==> src/rtl/gray_counter_param_if.sv <==
// Control/status bundle for gray_counter_param. With GRAY_COUNTER_RX_SYNC_EN
// it also carries the foreign-domain Gray pointer and its decoded binary value.
interface gray_counter_param_if #(
  parameter int unsigned WIDTH = 8
);
  logic             en;
  logic             up;
  logic             load;
  logic [WIDTH-1:0] load_val;
  logic [WIDTH-1:0] bin_q;
  logic [WIDTH-1:0] gray_q;
  logic             tc;
`ifdef GRAY_COUNTER_RX_SYNC_EN
  logic [WIDTH-1:0] gray_in;
  logic [WIDTH-1:0] bin_rx;

  modport master (output en, up, load, load_val, gray_in,
                  input  bin_q, gray_q, tc, bin_rx);
  modport slave  (input  en, up, load, load_val, gray_in,
                  output bin_q, gray_q, tc, bin_rx);
`else
  modport master (output en, up, load, load_val,
                  input  bin_q, gray_q, tc);
  modport slave  (input  en, up, load, load_val,
                  output bin_q, gray_q, tc);
`endif
endinterface

==> src/rtl/gray_counter_param.sv <==
// Parametrised binary/Gray up-down counter with load, wrap/saturate and tc.
// Optional GRAY_COUNTER_RX_SYNC_EN adds a 2-flop Gray synchroniser and decoder.
module gray_counter_param #(
  parameter int unsigned WIDTH       = 8,
  parameter int unsigned RESET_VALUE = 0,
  parameter int unsigned SATURATE    = 0
) (
  input logic                  clk,
  input logic                  reset,
  gray_counter_param_if.slave  bus
);
  localparam logic [WIDTH-1:0] RST_BIN  = RESET_VALUE[WIDTH-1:0];
  localparam logic [WIDTH-1:0] RST_GRAY = RST_BIN ^ (RST_BIN >> 1);
  localparam logic [WIDTH-1:0] MAX_VAL  = '1;

  logic [WIDTH-1:0] r_bin;
  logic [WIDTH-1:0] r_gray;
  logic             r_tc;
  logic [WIDTH-1:0] w_bin_nxt;
  logic             w_tc_nxt;

  always_comb begin
    w_bin_nxt = r_bin;
    w_tc_nxt  = 1'b0;
    if (bus.load) begin
      w_bin_nxt = bus.load_val;
    end else if (bus.en) begin
      if (bus.up) begin
        if (r_bin == MAX_VAL) begin
          w_tc_nxt  = 1'b1;
          w_bin_nxt = (SATURATE != 0) ? r_bin : '0;
        end else begin
          w_bin_nxt = r_bin + 1'b1;
        end
      end else begin
        if (r_bin == '0) begin
          w_tc_nxt  = 1'b1;
          w_bin_nxt = (SATURATE != 0) ? r_bin : MAX_VAL;
        end else begin
          w_bin_nxt = r_bin - 1'b1;
        end
      end
    end
  end

  // Gray is encoded from next-state binary so both registers update together.
  always_ff @(posedge clk or posedge reset) begin
    if (reset) begin
      r_bin  <= RST_BIN;
      r_gray <= RST_GRAY;
      r_tc   <= 1'b0;
    end else begin
      r_bin  <= w_bin_nxt;
      r_gray <= w_bin_nxt ^ (w_bin_nxt >> 1);
      r_tc   <= w_tc_nxt;
    end
  end

  assign bus.bin_q  = r_bin;
  assign bus.gray_q = r_gray;
  assign bus.tc     = r_tc;

`ifdef GRAY_COUNTER_RX_SYNC_EN
  logic [WIDTH-1:0] r_sync1;
  logic [WIDTH-1:0] r_sync2;
  logic [WIDTH-1:0] r_bin_rx;
  logic [WIDTH-1:0] w_rx_bin;

  always_comb begin
    w_rx_bin = '0;
    for (int unsigned i = 0; i < WIDTH; i++) begin
      w_rx_bin[i] = ^(r_sync2 >> i);
    end
  end

  always_ff @(posedge clk or posedge reset) begin
    if (reset) begin
      r_sync1  <= '0;
      r_sync2  <= '0;
      r_bin_rx <= '0;
    end else begin
      r_sync1  <= bus.gray_in;
      r_sync2  <= r_sync1;
      r_bin_rx <= w_rx_bin;
    end
  end

  assign bus.bin_rx = r_bin_rx;
`endif
endmodule

==> src/flat_wrapper.sv <==
// flat-port wrapper written by rule: the top's interface ports become plain ports
module gray_counter_param_flat 
#(
  parameter int unsigned WIDTH       = 8,
  parameter int unsigned RESET_VALUE = 0,
  parameter int unsigned SATURATE    = 0
)
  (clk, reset, bus_en, bus_up, bus_load, bus_load_val, bus_bin_q, bus_gray_q, bus_tc);
  gray_counter_param_if #(.WIDTH(WIDTH)) bus_i ();
  input logic clk;
  input logic reset;
  input wire logic [$bits(bus_i.en)-1:0] bus_en;
  input wire logic [$bits(bus_i.up)-1:0] bus_up;
  input wire logic [$bits(bus_i.load)-1:0] bus_load;
  input wire logic [$bits(bus_i.load_val)-1:0] bus_load_val;
  output wire logic [$bits(bus_i.bin_q)-1:0] bus_bin_q;
  output wire logic [$bits(bus_i.gray_q)-1:0] bus_gray_q;
  output wire logic [$bits(bus_i.tc)-1:0] bus_tc;
  assign bus_i.en = bus_en;
  assign bus_i.up = bus_up;
  assign bus_i.load = bus_load;
  assign bus_i.load_val = bus_load_val;
  assign bus_bin_q = bus_i.bin_q;
  assign bus_gray_q = bus_i.gray_q;
  assign bus_tc = bus_i.tc;
  gray_counter_param #(.WIDTH(WIDTH), .RESET_VALUE(RESET_VALUE), .SATURATE(SATURATE)) u_core (.clk(clk), .reset(reset), .bus(bus_i));
endmodule
==> config.mk <==
export PLATFORM = sky130hd
export DESIGN_NAME = gray_counter_param_flat
export DESIGN_NICKNAME = d
export VERILOG_FILES = /design/src/rtl/gray_counter_param_if.sv /design/src/rtl/gray_counter_param.sv /design/src/flat_wrapper.sv
export SDC_FILE = /design/constraint.sdc
export NUM_CORES = 1
export LEC_CHECK = 0
export ABC_AREA = 1
export ABC_CLOCK_PERIOD_IN_PS = 4800
export CAP_MARGIN = 20
export CORE_ASPECT_RATIO = 0.5
export CORE_MARGIN = 8
export CORE_UTILIZATION = 40
export DETAILED_ROUTE_END_ITERATION = 8
export PLACE_DENSITY = 0.67
export SYNTH_ARGS = -nofsm -noshare
export SYNTH_HDL_FRONTEND = slang
export SYNTH_SLANG_ARGS = --single-unit
==> constraint.sdc <==
create_clock -name clk -period 4.8 [get_ports clk]
set_input_delay 0.48 -clock clk [delete_from_list [all_inputs] [get_ports clk]]
set_output_delay 0.48 -clock clk [all_outputs]
set_load 0.05 [all_outputs]
==> flow_metrics.py, run 1 <==
metrics = {
    "outcome": {
        "status": "complete, no violations",
    },
    "critical_path": {
        "slowest_delay_ns": 0.88,
        "worstPathRequired_ns": 4.32,
        "path_max_fanout": 9,
        "cp.arrival_ns": 1.70,
        "crit_chain": "clkdlybuf4s50_1",
        "critical_path_class": "flop to output port",
        "start_kind": "flop",
        "critical-path-top-delay-family": "buffers and inverters",
        "crit_path_end_kind": "output port",
        "cpMaxStageDelayCell": "clkdlybuf4s50_1",
        "worst-path-buf-inv": 1,
    },
    "synthesis": {
        "synthesis.area_sq_um": 1240,
        "async_flop_share": 1.00,
        "synth.avg_cell_area_sq_um": 6.74,
        "ys.flop_type": "dfrtp_1",
        "syn_inst": 184,
        "ys_types": 27,
        "synth_edf_count": 0,
        "seq_area_frac_synth": 0.323,
        "ys_ff_latch": 16,
        "yosys_warnings": 0,
        "mappedNetlistNets": 200,
    },
    "power": {
        "seq_power_share": 0.337,
        "ir_drop_mv": 0.182,
        "leakage_nw": 0.782,
        "switching_share": 0.420,
        "cellPowerDensity_nw_per_um2": 323,
        "p_comb_frac": 0.424,
        "intPower_mw": 0.299,
        "p_switching_mw": 0.216,
        "clockPowerShare": 0.239,
    },
    "floorplan": {
        "core_area_sq_um": 2980,
        "fp-row-count": 14,
        "dieHeight_um": 55.4,
        "die_area_sq_um": 5250,
        "initial_core_util": 0.416,
        "ioPinCount": 30,
        "die_x_um": 94.7,
    },
    "global_route": {
        "grt_overflow": 0,
        "grt_antenna_before_repair": 0,
        "grt_max_degree": 17,
        "grt_pass1_vias": 1158,
        "grt_usage": 0.129,
        "grt_pass1_wl_um": 5580,
    },
    "layout": {
        "finalNonFillerCells": 251,
        "antennaDiodeCount": 0,
        "postLayoutCoreUtil": 0.535,
        "syn2layout_area_growth_pct": 28.5,
        "layout.nets": 228,
        "stdcell_area_sq_um": 1590,
        "drive_above_1_share": 0.114,
    },
    "clock_network": {
        "cts-hold-fix-buffers": 0,
        "cts_buffer_depth": 2,
        "root_buffer": "clkbuf_8",
        "clk_latency_ns": 0.25,
        "htree_num_levels": 1,
        "cts.sinks": 16,
        "postCtsSetupRepairBufs": 0,
        "cts_tree": "done",
        "cts_repair_resize_count": 0,
        "numCtsBuffers": 3,
        "clk_pin_slew_ns": 0.07,
    },
    "sta": {
        "slew_viol_final": 0,
        "relSlewSlack": 0.602,
        "tns_ns": 0,
        "rsz0062_at_grt": "false",
        "fin_crit_sh": 0.453,
        "worstMarginPinSlew_ns": 0.596,
        "setup_ws_ns": 2.62,
        "hold_viol": 0,
        "finalSetupViolCount": 0,
        "period_needed_ns": 2.18,
        "fmax_mhz": 459,
        "skew_ns": 0.00616,
    },
    "place": {
        "port_buffers": 29,
        "placed_cells": 247,
        "hpwl_um": 2520,
        "dpl_worst_slack_ns": 2.63,
        "globalplace.congestion": 0.914,
        "place_area_sq_um": 1540,
    },
    "hold_path": {
        "hold_path.class": "input port to asynchronous set/reset pin",
    },
    "route": {
        "vias": 1197,
        "drt_pre_antenna_iters": 4,
        "drtAntennaViolNets": 0,
        "drt-total-wl_um": 3200,
        "route.detailed.drc": 0,
        "routed_via_density": 4.77,
        "wl_per_cell_um": 12.7,
        "drtIter0Drc": 107,
    },
    "flow_run": {
        "cap_viol_max_count": 0,
    },
}
[cells in the final DEF, fill, tap and decap left out]
cell type / n
a22oi_1: 1
a21oi_1: 8
dfrtp_1: 16
inv_2: 3
a21boi_2: 1
clkinv_1: 1
xor2_1: 2
or2_2: 1
a21oi_4: 2
nand3_2: 1
nand2_1: 65
clkbuf_8: 4
a211oi_1: 1
nor2_4: 4
nor2_1: 12
ha_1: 3
inv_1: 20
o21ai_1: 3
nor2_2: 2
nand3_1: 20
clkdlybuf4s50_1: 29
nand2_2: 6
o21ai_0: 2
nand4_1: 3
xnor2_1: 1
[sequential cells by signal (all words and copies together), names as in the netlist]
| name | flops |
|---|---|
| u_core.bus.bin_q | 8 |
| u_core.bus.gray_q | 7 |
| u_core.bus.tc | 1 |
[per-layer routing]
metal | GRT usage | part of all wire
met3 | 0.0188 | 0.042
met1 | 0.179 | 0.51
met2 | 0.195 | 0.43
met5 | 0 | 0
met4 | 0.0529 | 0.012
[worst paths after layout]
check | start | endpoint | slack (ns) | cells after the start
setup / recovery | u_core.bus.bin_q[2] | bus_bin_q[2] | 2.62 | 1
hold / removal | reset | u_core.bus.gray_q[5] | 0.59 | 2
setup reg to reg | u_core.bus.bin_q[0] | u_core.bus.gray_q[2] | 2.99 | 11
hold reg to reg | u_core.bus.bin_q[0] | u_core.bus.bin_q[0] | 0.78 | 4
max in group asynchronous | reset | u_core.bus.tc | 3.82 | 2
min in group clk | u_core.bus.bin_q[0] | u_core.bus.bin_q[0] | 0.78 | 4
[Yosys cell counts, types with 2 or more instances]
master,n,share of area
inv_1,20,0.061
buf_4,3,0.018
nand3_1,20,0.081
ha_1,3,0.030
nand2_2,6,0.030
xor2_1,2,0.014
o21ai_1,3,0.012
inv_2,3,0.0091
dfrtp_1,16,0.32
nand2_1,65,0.20
nor2_1,12,0.036
nor2_2,2,0.010
a21oi_4,2,0.026
o21ai_0,2,0.0081
nand4_1,3,0.015
a21oi_1,8,0.032
nor2_4,4,0.036
[cell type report]
cell class | count | area [sq um]
fill | 285 | 1390
clock buffer | 4 | 55.1
multi-input combinational | 138 | 707
timing repair buffer | 29 | 290
inverter | 24 | 90.1
tap | 40 | 50.0
sequential | 16 | 400
[cell families (layout without fill, tap and decap cells)]
logic type | count (synthesis) | in the layout | synth area share
compound gates | 18 | 18 | 0.0999
fa+ha+maj | 3 | 3 | 0.0303
flops | 16 | 16 | 0.323
buf+inv | 30 | 57 | 0.107
xor+xnor | 3 | 3 | 0.0212
simple gates | 114 | 114 | 0.419
[power by group through the flow]
| stage | clock network, mW | registers [mW] | logic, mW |
|---|---|---|---|
| floorplan | 0 | 0.231 | 0.0965 |
| global placement | 0 | 0.176 | 0.217 |
| detailed placement | 0 | 0.176 | 0.218 |
| CTS | 0.124 | 0.173 | 0.219 |
| global route | 0.130 | 0.176 | 0.236 |
| finish | 0.123 | 0.173 | 0.218 |
[metrics by stage]
step	total power [mW]	hold slack, ns
after floorplan	0.328	0.394
after global placement	0.393	0.761
after detailed placement	0.394	0.765
after CTS	0.516	0.620
after global routing	0.542	0.661
final	0.514	0.586
Note: power is estimated with default switching activity, not from simulation.
==> run 2, diff against run 1 <==
--- a/config.mk
+++ b/config.mk
@@ -6,7 +6,7 @@
 export NUM_CORES = 1
 export LEC_CHECK = 0
 export ABC_AREA = 1
-export ABC_CLOCK_PERIOD_IN_PS = 4800
+export ABC_CLOCK_PERIOD_IN_PS = 2070
 export CAP_MARGIN = 20
 export CORE_ASPECT_RATIO = 0.5
 export CORE_MARGIN = 8
==> constraint.sdc (replaced) <==
create_clock -name clk -period 2.07 [get_ports clk]
set_input_delay 0.207 -clock clk [delete_from_list [all_inputs] [get_ports clk]]
set_output_delay 0.207 -clock clk [all_outputs]
set_load 0.05 [all_outputs]
==> run 2 against run 1 <==
Compared with the run above:
- global-route usage rose by 0.18 points
- die area did not move
- critical path depth did not move
- final cell count rose by 0.40%
- via count rose by 1.0%
- wire length rose by 2.7%
- register-to-register slack got worse by 2.7 ns
- cell area rose by 0.47%
- combinational power rose by 130%
- hold slack got worse by 0.26 ns
- setup slack got worse by 2.5 ns
- critical path type unchanged
- largest cell class unchanged
==> flow_metrics.py, run 2 (same netlist as run 1, synthesis figures left out) <==
metrics = {
    "outcome": {
        "status": "complete, no violations",
    },
    "layout": {
        "multi_input_area_sq_um": 707,
        "largest_reg_flops": 8,
        "fillers": 317,
        "layout.nets": 229,
        "seq_area_sq_um": 400,
        "final_common_cell": "nand2_1",
        "antennaDiodeCount": 0,
        "final_cell_mix": "nand2_1, clkdlybuf4s50_1, nand3_1, inv_1, dfrtp_1",
        "syn2layout_area_growth_pct": 29.1,
        "postLayoutCoreUtil": 0.537,
        "drive_above_1_share": 0.118,
    },
    "route": {
        "wl_per_cell_um": 13.0,
        "route.detailed.drc": 0,
        "drtAntennaViolNets": 0,
        "vias": 1209,
        "drtIter0Drc": 65,
        "drt-total-wl_um": 3280,
        "routed_via_density": 4.80,
        "drt_pre_antenna_iters": 4,
    },
    "power": {
        "seq_power_share": 0.341,
        "intPower_mw": 0.693,
        "power.total_mw": 1.19,
        "p_comb_frac": 0.429,
        "switching_share": 0.415,
        "leakage_nw": 0.786,
        "clockPowerShare": 0.230,
        "p_switching_mw": 0.493,
        "ir_drop_mv": 0.434,
        "cellPowerDensity_nw_per_um2": 741,
    },
    "floorplan": {
        "die_x_um": 94.7,
        "dieHeight_um": 55.4,
        "core_area_sq_um": 2980,
        "ioPinCount": 30,
        "die_area_sq_um": 5250,
        "fp-row-count": 14,
        "initial_core_util": 0.416,
    },
    "clock_network": {
        "clk_latency_ns": 0.25,
        "cts.sinks": 16,
        "numCtsBuffers": 3,
        "cts_buffer_depth": 2,
        "cts-hold-fix-buffers": 0,
        "clk_pin_slew_ns": 0.06,
        "root_buffer": "clkbuf_8",
        "cts_tree": "done",
        "htree_num_levels": 1,
        "postCtsSetupRepairBufs": 0,
        "cts_repair_resize_count": 0,
    },
    "global_route": {
        "grt_pass1_wl_um": 5590,
        "grt_pass1_vias": 1122,
        "grt_max_degree": 17,
        "grt_overflow": 0,
        "grt_usage": 0.131,
        "grt_antenna_before_repair": 0,
    },
    "critical_path": {
        "worst-path-buf-inv": 1,
        "ff2ff_path_depth": 11,
        "r2r_start": "u_core.bus.bin_q[0]",
        "crit_path_end_kind": "output port",
        "critical-path-top-delay-family": "buffers and inverters",
        "cpMaxStageDelayCell": "clkdlybuf4s50_1",
        "ff2ff_setup_slack_ns": 0.28,
        "slowest_delay_ns": 0.88,
        "path_max_fanout": 8,
        "cp.arrival_ns": 1.70,
        "start_kind": "flop",
        "rr_endpoint": "u_core.bus.gray_q[1]",
        "worstPathRequired_ns": 1.86,
        "critical_path_class": "flop to output port",
        "crit_chain": "clkdlybuf4s50_1",
    },
    "place": {
        "port_buffers": 29,
        "dpl_worst_slack_ns": 0.233,
        "globalplace.congestion": 0.936,
        "hpwl_um": 2530,
    },
    "sta": {
        "skew_ns": 0.00330,
        "relSlewSlack": 0.595,
        "rsz0062_at_grt": "false",
        "slew_viol_final": 0,
        "whs_ns": 0.329,
        "fmax_mhz": 524,
        "finalSetupViolCount": 0,
        "setup_ws_ns": 0.161,
        "fin_crit_sh": 0.922,
        "tns_ns": 0,
        "worstMarginPinSlew_ns": 0.607,
        "period_needed_ns": 1.91,
        "hold_viol": 0,
    },
    "hold_path": {
        "hold_path.class": "input port to asynchronous set/reset pin",
    },
    "flow_run": {
        "cap_viol_max_count": 0,
    },
}
-- run 2: cell count changes in the layout (fill, tap and decap cells not counted), sizes merged --
cell  previous run  this run
buf              0         1
-- run 2: area by class of cell --
class                      instances  share of cell area
timing repair buffer              30               0.186
clock buffer                       4              0.0344
inverter                          24              0.0563
multi-input combinational        138               0.442
sequential                        16               0.250
tap                               40              0.0313
-- run 2: worst max-delay path by stage --
stage                   startpoint              endpoint  slack (ns)  depth (start not counted)
2_1_floorplan  u_core.bus.bin_q[0]  u_core.bus.gray_q[1]        0.18                          8
3_3_place_gp              bus_load  u_core.bus.gray_q[0]        0.22                          5
3_5_place_dp                bus_up  u_core.bus.gray_q[1]        0.23                          7
4_1_cts        u_core.bus.bin_q[3]          bus_bin_q[3]        0.15                          1
5_1_grt        u_core.bus.bin_q[2]          bus_bin_q[2]        0.08                          1
6_report       u_core.bus.bin_q[3]          bus_bin_q[3]        0.16                          1
-- run 2: metrics by stage --
step	instance area [sq um]	cells
CTS	1600	252
global route	1600	252
finish	1600	252
global placement	1550	248
floorplan	1240	184
detailed placement	1550	248
-- run 2: layer usage --
metal	part of all wire	routed length, um	track usage	vias to the layer above
met5	0	0	0	-
met4	0.018	58	0.0595	0
met3	0.056	185	0.0148	4
met2	0.43	1430	0.193	42
met1	0.49	1610	0.185	532
li1	-	-	-	631
-- run 2: worst register-to-register path, stage by stage, from the launching register on --
cell and delay (ns):
dfrtp_1 0.44, inv_1 0.16, ha_1 0.17, nand3_1 0.14, nor2_4 0.17, nor2_4 0.06, nand2_1 0.08, nand3_1 0.12
a21oi_4 0.20, inv_2 0.05, nand2_1 0.05, nand2_1 0.05
-- run 2: power groups by stage --
stage               clock network (mW)  logic, mW  registers [mW]
floorplan                            0      0.224           0.536
global placement                     0      0.509           0.407
detailed placement                   0      0.507           0.408
CTS                              0.281      0.511           0.403
global route                     0.301      0.553           0.411
finish                           0.272      0.509           0.405
